[src/rtl/pipe_stall_ctrl_pkg.sv]
// Shared definitions for the pipeline stall/flush controller.
//   ctrlState_e   : controller FSM state encoding
//   CNT_W_DEFAULT : default width of the stall-cycle counter
package pipe_stall_ctrl_pkg;

    localparam int unsigned CNT_W_DEFAULT = 16;

    typedef enum logic [1:0] {
        RUN   = 2'b00,
        DWAIT = 2'b01,
        HALT  = 2'b10
    } ctrlState_e;

endpackage

[src/rtl/sat_counter.sv]
// Saturating up-counter: counts cycles with inc=1, sticks at all-ones.
//   clk   : clock, rising edge
//   rst_n : synchronous active-low reset, clears count
//   inc   : increment request for this cycle
//   count : current count (registered)
module sat_counter #(
    parameter int unsigned WIDTH = 16
) (
    input  logic             clk,
    input  logic             rst_n,
    input  logic             inc,
    output logic [WIDTH-1:0] count
);

    always_ff @(posedge clk) begin
        if (!rst_n) begin
            count <= '0;
        end else if (inc && !(&count)) begin
            count <= count + WIDTH'(1);
        end
    end

endmodule

[src/rtl/pipe_stall_ctrl.sv]
// Hazard/stall controller for a 5-stage pipeline. Resolves, each cycle and
// with fixed priority (halt > freeze > flush > load-use > fetch stall),
// the pipeline register write enables and NOP-insert controls.
//   clk, rst_n        : clock and synchronous active-low reset
//   ld_use_haz        : decode needs one bubble behind an EX-stage load
//   br_taken          : EX redirect, younger IF/ID and ID/EX are wrong-path
//   dmem_stall/done   : data memory busy / access completing this cycle
//   imem_stall        : fetch not ready
//   halt_req          : halt instruction in WB
//   pc_we..exmem_we   : pipeline register write enables (combinational)
//   ifid_flush, idex_bubble, memwb_bubble : NOP inserts (combinational)
//   halted            : processor halted
//   stall_cnt         : saturating count of cycles with pc_we=0
module pipe_stall_ctrl
    import pipe_stall_ctrl_pkg::*;
#(
    parameter int unsigned CNT_W = CNT_W_DEFAULT
) (
    input  logic             clk,
    input  logic             rst_n,
    input  logic             ld_use_haz,
    input  logic             br_taken,
    input  logic             dmem_stall,
    input  logic             dmem_done,
    input  logic             imem_stall,
    input  logic             halt_req,
    output logic             pc_we,
    output logic             ifid_we,
    output logic             idex_we,
    output logic             exmem_we,
    output logic             ifid_flush,
    output logic             idex_bubble,
    output logic             memwb_bubble,
    output logic             halted,
    output logic [CNT_W-1:0] stall_cnt
);

    ctrlState_e stateQ, stateD;
    logic       flushPendQ, flushPendD;
    logic       freeze;
    logic       stallInc;

    // State and pending-flush registers
    always_ff @(posedge clk) begin
        if (!rst_n) begin
            stateQ     <= RUN;
            flushPendQ <= 1'b0;
        end else begin
            stateQ     <= stateD;
            flushPendQ <= flushPendD;
        end
    end

    // Priority resolution and next-state logic
    always_comb begin
        stateD       = stateQ;
        flushPendD   = flushPendQ;
        freeze       = 1'b0;
        pc_we        = 1'b0;
        ifid_we      = 1'b0;
        idex_we      = 1'b0;
        exmem_we     = 1'b0;
        ifid_flush   = 1'b0;
        idex_bubble  = 1'b0;
        memwb_bubble = 1'b0;
        halted       = 1'b0;

        if (!rst_n) begin
            stateD     = RUN;
            flushPendD = 1'b0;
        end else if (stateQ == HALT) begin
            halted     = 1'b1;
            flushPendD = 1'b0;
        end else begin
            // A completing access unfreezes the cycle even if stall is still up
            freeze = (stateQ == DWAIT) ? !dmem_done : (dmem_stall && !dmem_done);

            if (freeze) begin
                memwb_bubble = 1'b1;
                // A redirect seen while frozen is replayed on the first live cycle
                if (br_taken) begin
                    flushPendD = 1'b1;
                end
            end else if (br_taken || flushPendQ) begin
                pc_we       = 1'b1;
                ifid_we     = 1'b1;
                idex_we     = 1'b1;
                exmem_we    = 1'b1;
                ifid_flush  = 1'b1;
                idex_bubble = 1'b1;
                flushPendD  = 1'b0;
            end else if (ld_use_haz) begin
                idex_we     = 1'b1;
                exmem_we    = 1'b1;
                idex_bubble = 1'b1;
            end else if (imem_stall) begin
                ifid_we    = 1'b1;
                idex_we    = 1'b1;
                exmem_we   = 1'b1;
                ifid_flush = 1'b1;
            end else begin
                pc_we    = 1'b1;
                ifid_we  = 1'b1;
                idex_we  = 1'b1;
                exmem_we = 1'b1;
            end

            if (halt_req) begin
                stateD = HALT;
            end else if (stateQ == DWAIT) begin
                stateD = dmem_done ? RUN : DWAIT;
            end else begin
                stateD = (dmem_stall && !dmem_done) ? DWAIT : RUN;
            end
        end
    end

    // Count lost PC-advance cycles; halt and reset cycles are not stalls
    assign stallInc = rst_n && (stateQ != HALT) && !pc_we;

    sat_counter #(
        .WIDTH (CNT_W)
    ) u_stallCnt (
        .clk   (clk),
        .rst_n (rst_n),
        .inc   (stallInc),
        .count (stall_cnt)
    );

endmodule

[config.mk]
export PLATFORM = sky130hd
export DESIGN_NAME = pipe_stall_ctrl
export DESIGN_NICKNAME = d
export VERILOG_FILES = /design/src/rtl/pipe_stall_ctrl_pkg.sv /design/src/rtl/sat_counter.sv /design/src/rtl/pipe_stall_ctrl.sv
export SDC_FILE = /design/constraint.sdc
export NUM_CORES = 1
export LEC_CHECK = 0
export ABC_CLOCK_PERIOD_IN_PS = 2200
export BUFFER_PORTS_ARGS = -buffer_cell sky130_fd_sc_hd__buf_2
export CORE_UTILIZATION = 49
export DETAILED_ROUTE_END_ITERATION = 10
export GPL_ROUTABILITY_DRIVEN = 0
export GPL_TIMING_DRIVEN = 0
export PLACE_DENSITY = 0.77
export SYNTH_ARGS = -nofsm -noshare
export SYNTH_HDL_FRONTEND = slang
export SYNTH_SLANG_ARGS = --single-unit
[constraint.sdc]
create_clock -name clk -period 2.2 [get_ports clk]
set_input_delay 0.11 -clock clk [delete_from_list [all_inputs] [get_ports clk]]
set_output_delay 0.11 -clock clk [all_outputs]
set_load 0.01 [all_outputs]
==> flow_summary.json <==
{
  "cp-start-kind": "flip-flop",
  "clock_tree.root_cell": "sky130_fd_sc_hd__clkbuf_4",
  "first_pass_iters": 4,
  "timing_hold_violations_final": 0,
  "synth_edf_count": 0,
  "h-tree-depth": 1,
  "syn-mean-instance-area_um2": 8.37,
  "min_path_type": "input pin to flip-flop",
  "regToRegStartpoint": "u_stallCnt.count[0]$_SDFFE_PN0P_",
  "floorplan.io_pins": 32,
  "numPortBuffers": 31,
  "setup-tns-final_ns": 0,
  "setup_repair_after_global_routing_missed_its_margin": "no",
  "adder_cell_fraction_of_synth_area_pct": 1.20,
  "cp.arrival_ns": 2.30,
  "fillerInstances": 188,
  "n_antenna_cell": 0,
  "synthDominantAreaCellType": "sky130_fd_sc_hd__dfxtp_1",
  "cts.path.max_buffers": 2,
  "clock_pin_slew_on_the_worst_setup_and_hold_paths_ns": 0.10,
  "util_after_layout_pct": 64.3,
  "min_to": "u_stallCnt.count[2]$_SDFFE_PN0P_",
  "vias_in_the_first_global_route": 805,
  "yosys_reg_bits": 19,
  "final_min_period_over_clock_period_pct": 93.4,
  "post_synth_num_cell_types": 32,
  "r2r_cells": 7,
  "maxCapViolCount": 0,
  "fin_skew_ns": 0.00350,
  "synthMuxAreaShare_pct": 5.78,
  "fin_hold_ws_ns": 0.0962,
  "layout-area-overhead-vs-synth_pct": 22.7,
  "total_global_routing_track_utilization_pct": 22.0,
  "max_clock_freq_mhz": 487,
  "vias": 1044,
  "number_of_buffers_created_by_cts": 3,
  "synth_async_sr_flop_share_pct": 0,
  "post_drt_via_cell_ratio": 5.58,
  "dominant_combinational_cell_family_by_area_after_synthesis": "simple AND/OR/NAND/NOR gates",
  "largest_net_degree_at_the_start_of_global_routing": 11,
  "yosys.area.top_type_share_pct": 36.6,
  "required_time_reported_for_the_critical_path_endpoint_ns": 2.44,
  "ys_seq_area_share_pct": 36.6,
  "globalRoute.totalOverflow": 0,
  "path_class": "flip-flop to flip-flop",
  "ys_warn_count": 0,
  "initial_core_util_pct": 52.4,
  "outcome": "completed",
  "netlist_instances": 124,
  "final_nets": 170,
  "grt_antenna_before_repair": 0,
  "die_x_um": 48.0,
  "detailedRoute.firstIterationViolations": 17,
  "post_synth_xor_area_fraction_pct": 0,
  "ys_top_cells_by_count": "sky130_fd_sc_hd__dfxtp_1, sky130_fd_sc_hd__nand2_1, sky130_fd_sc_hd__a21oi_1, sky130_fd_sc_hd__nor2_1, sky130_fd_sc_hd__o31ai_1",
  "power_density_nw_per_um2": 497,
  "postSynth.topFlopCell": "sky130_fd_sc_hd__dfxtp_1",
  "worst_margin_pin_slew_ns": 0.508,
  "fraction_of_the_mapped_netlist_area_in_compound_gates_pct": 19.0,
  "synth.area.top_cells": "sky130_fd_sc_hd__dfxtp_1, sky130_fd_sc_hd__a21oi_1, sky130_fd_sc_hd__mux2i_1",
  "crit_path_max_fanout": 10,
  "power_uw": 633,
  "core_um2": 1980,
  "crit-reg2reg-capture": "u_stallCnt.count[14]$_SDFFE_PN0P_",
  "worstHoldStart": "rst_n",
  "setup_viol": 0,
  "drt_drc_violations_left": 0,
  "row_count": 16,
  "endpoint_kind": "flip-flop",
  "maxSlewViolCount": 0,
  "tritoncts": "done",
  "syn_nets": 133,
  "synth.cell_area_um2": 1040,
  "wirelength_um": 2290,
  "total_leakage_power_uw": 0.000515,
  "hold_path_depth": 3,
  "synth_simple_gate_area_share_pct": 32.3,
  "grt_first_pass_wirelength_um": 3440,
  "design.die.area_um2": 2310,
  "clkLatencyLatePin_ns": 0.30,
  "drive_gt1_share_pct": 28.1,
  "die_height_um": 48.0,
  "routedWlPerCell_um": 12.2,
  "layout_min_cycle_time_ns": 2.05,
  "clock_sink_count": 19,
  "drtAntennaViolNets": 0,
  "timing.slew.headroom_pct": 65.9,
  "yosysMostFrequentCell": "sky130_fd_sc_hd__dfxtp_1",
  "vdd_drop_max_v": 0.000352,
  "dp.final_hpwl_um": 1750,
  "reg_to_reg_slack_setup_ns": 0.15
}
==> routing by layer <==
layer,up-vias,wire [um],track usage [%]
li1,537,-,-
met1,485,1080,27.8
met2,17,1110,34.9
met3,5,57,4.53
met4,0,48,11.7
met5,-,0,0
==> worst max-delay path by stage <==
stage	startpoint	endpoint	slack, ns	cells after the start
2_1_floorplan	u_stallCnt.count[0]$_SDFFE_PN0P_	u_stallCnt.count[12]$_SDFFE_PN0P_	0.23	7
5_1_grt	u_stallCnt.count[11]$_SDFFE_PN0P_	u_stallCnt.count[12]$_SDFFE_PN0P_	0.01	6
4_1_cts	flushPendQ$_SDFFE_PP0P_	u_stallCnt.count[3]$_SDFFE_PN0P_	0.09	6
3_3_place_gp	u_stallCnt.count[0]$_SDFFE_PN0P_	u_stallCnt.count[14]$_SDFFE_PN0P_	0.17	7
3_5_place_dp	flushPendQ$_SDFFE_PP0P_	u_stallCnt.count[3]$_SDFFE_PN0P_	0.11	6
6_report	u_stallCnt.count[0]$_SDFFE_PN0P_	u_stallCnt.count[14]$_SDFFE_PN0P_	0.15	7
==> cells in the final DEF, fill, tap and decap left out, types with 2 or more instances in the layout <==
master	netlist	routed
sky130_fd_sc_hd__a21oi_1	13	13
sky130_fd_sc_hd__buf_2	3	34
sky130_fd_sc_hd__clkbuf_1	2	3
sky130_fd_sc_hd__clkbuf_4	0	3
sky130_fd_sc_hd__dfxtp_1	19	19
sky130_fd_sc_hd__inv_1	6	6
sky130_fd_sc_hd__mux2i_1	6	6
sky130_fd_sc_hd__nand2_1	15	15
sky130_fd_sc_hd__nand2b_1	2	2
sky130_fd_sc_hd__nand3_1	3	2
sky130_fd_sc_hd__nand4_1	5	5
sky130_fd_sc_hd__nor2_1	11	11
sky130_fd_sc_hd__nor3_1	3	3
sky130_fd_sc_hd__nor4b_1	2	2
sky130_fd_sc_hd__o21ai_0	2	2
sky130_fd_sc_hd__o31ai_1	7	6
sky130_fd_sc_hd__o41ai_1	3	3
sky130_fd_sc_hd__or4_1	6	6
sky130_fd_sc_hd__or4b_2	2	2
==> kinds of logic after synthesis <==
family                   count (synthesis)
multiplexers                             6
AND/OR/NAND/NOR                         58
flip-flops                              19
AO/OA/AOI/OAI                           28
adder cells (fa/ha/maj)                  1
buffers and inverters                   12
==> worst max-delay path, cell delays in order (launching register included) <==
cell and delay, ns:
sky130_fd_sc_hd__dfxtp_1 0.36, sky130_fd_sc_hd__ha_1 0.25, sky130_fd_sc_hd__nand3_2 0.11, sky130_fd_sc_hd__nor4_4 0.08
sky130_fd_sc_hd__or3b_1 0.37, sky130_fd_sc_hd__buf_2 0.18, sky130_fd_sc_hd__or4_1 0.48, sky130_fd_sc_hd__a21oi_1 0.15
==> final cells by class <==
cell class,count,area [um^2],share of cell area (%)
buffer,6,30.0,2.36
clock buffer,4,26.3,2.06
inverter,6,22.5,1.77
multi-input combinational,93,616,48.3
sequential,19,380,29.9
tap,27,33.8,2.65
timing repair buffer,32,165,13.0
==> flip-flops by register name (all words and copies together), names as in the netlist <==
signal	cells
flushPendQ	1
u_stallCnt.count	16
stateQ	2
==> stage by stage <==
step | cells | worst slack (ns) | cell area (um^2)
after detailed placement | 182 | 0.110 | 1230
after floorplan | 124 | 0.227 | 1040
after global routing | 187 | 0.0118 | 1270
final | 187 | 0.146 | 1270
after global placement | 182 | 0.165 | 1230
after CTS | 187 | 0.0860 | 1260
==> report_power, final <==
group / switching [uW] / internal (uW) / leakage (uW)
Clock: 108 / 70.8 / 0.0000150
Sequential: 7.65 / 351 / 0.000154
Combinational: 58.1 / 37.6 / 0.000346
Total: 174 / 459 / 0.000515
==> timing repair <==
| action | 4_1_cts | 5_1_grt |
|---|---|---|
| hold endpoints to repair | 1 | 0 |
| hold buffers | 1 | 0 |
| buffers inserted | 0 | 0 |
| gates resized for setup | 0 | 2 |
| endpoints found under the setup margin | 0 | 9 |
(Power assumes the default switching activity.)
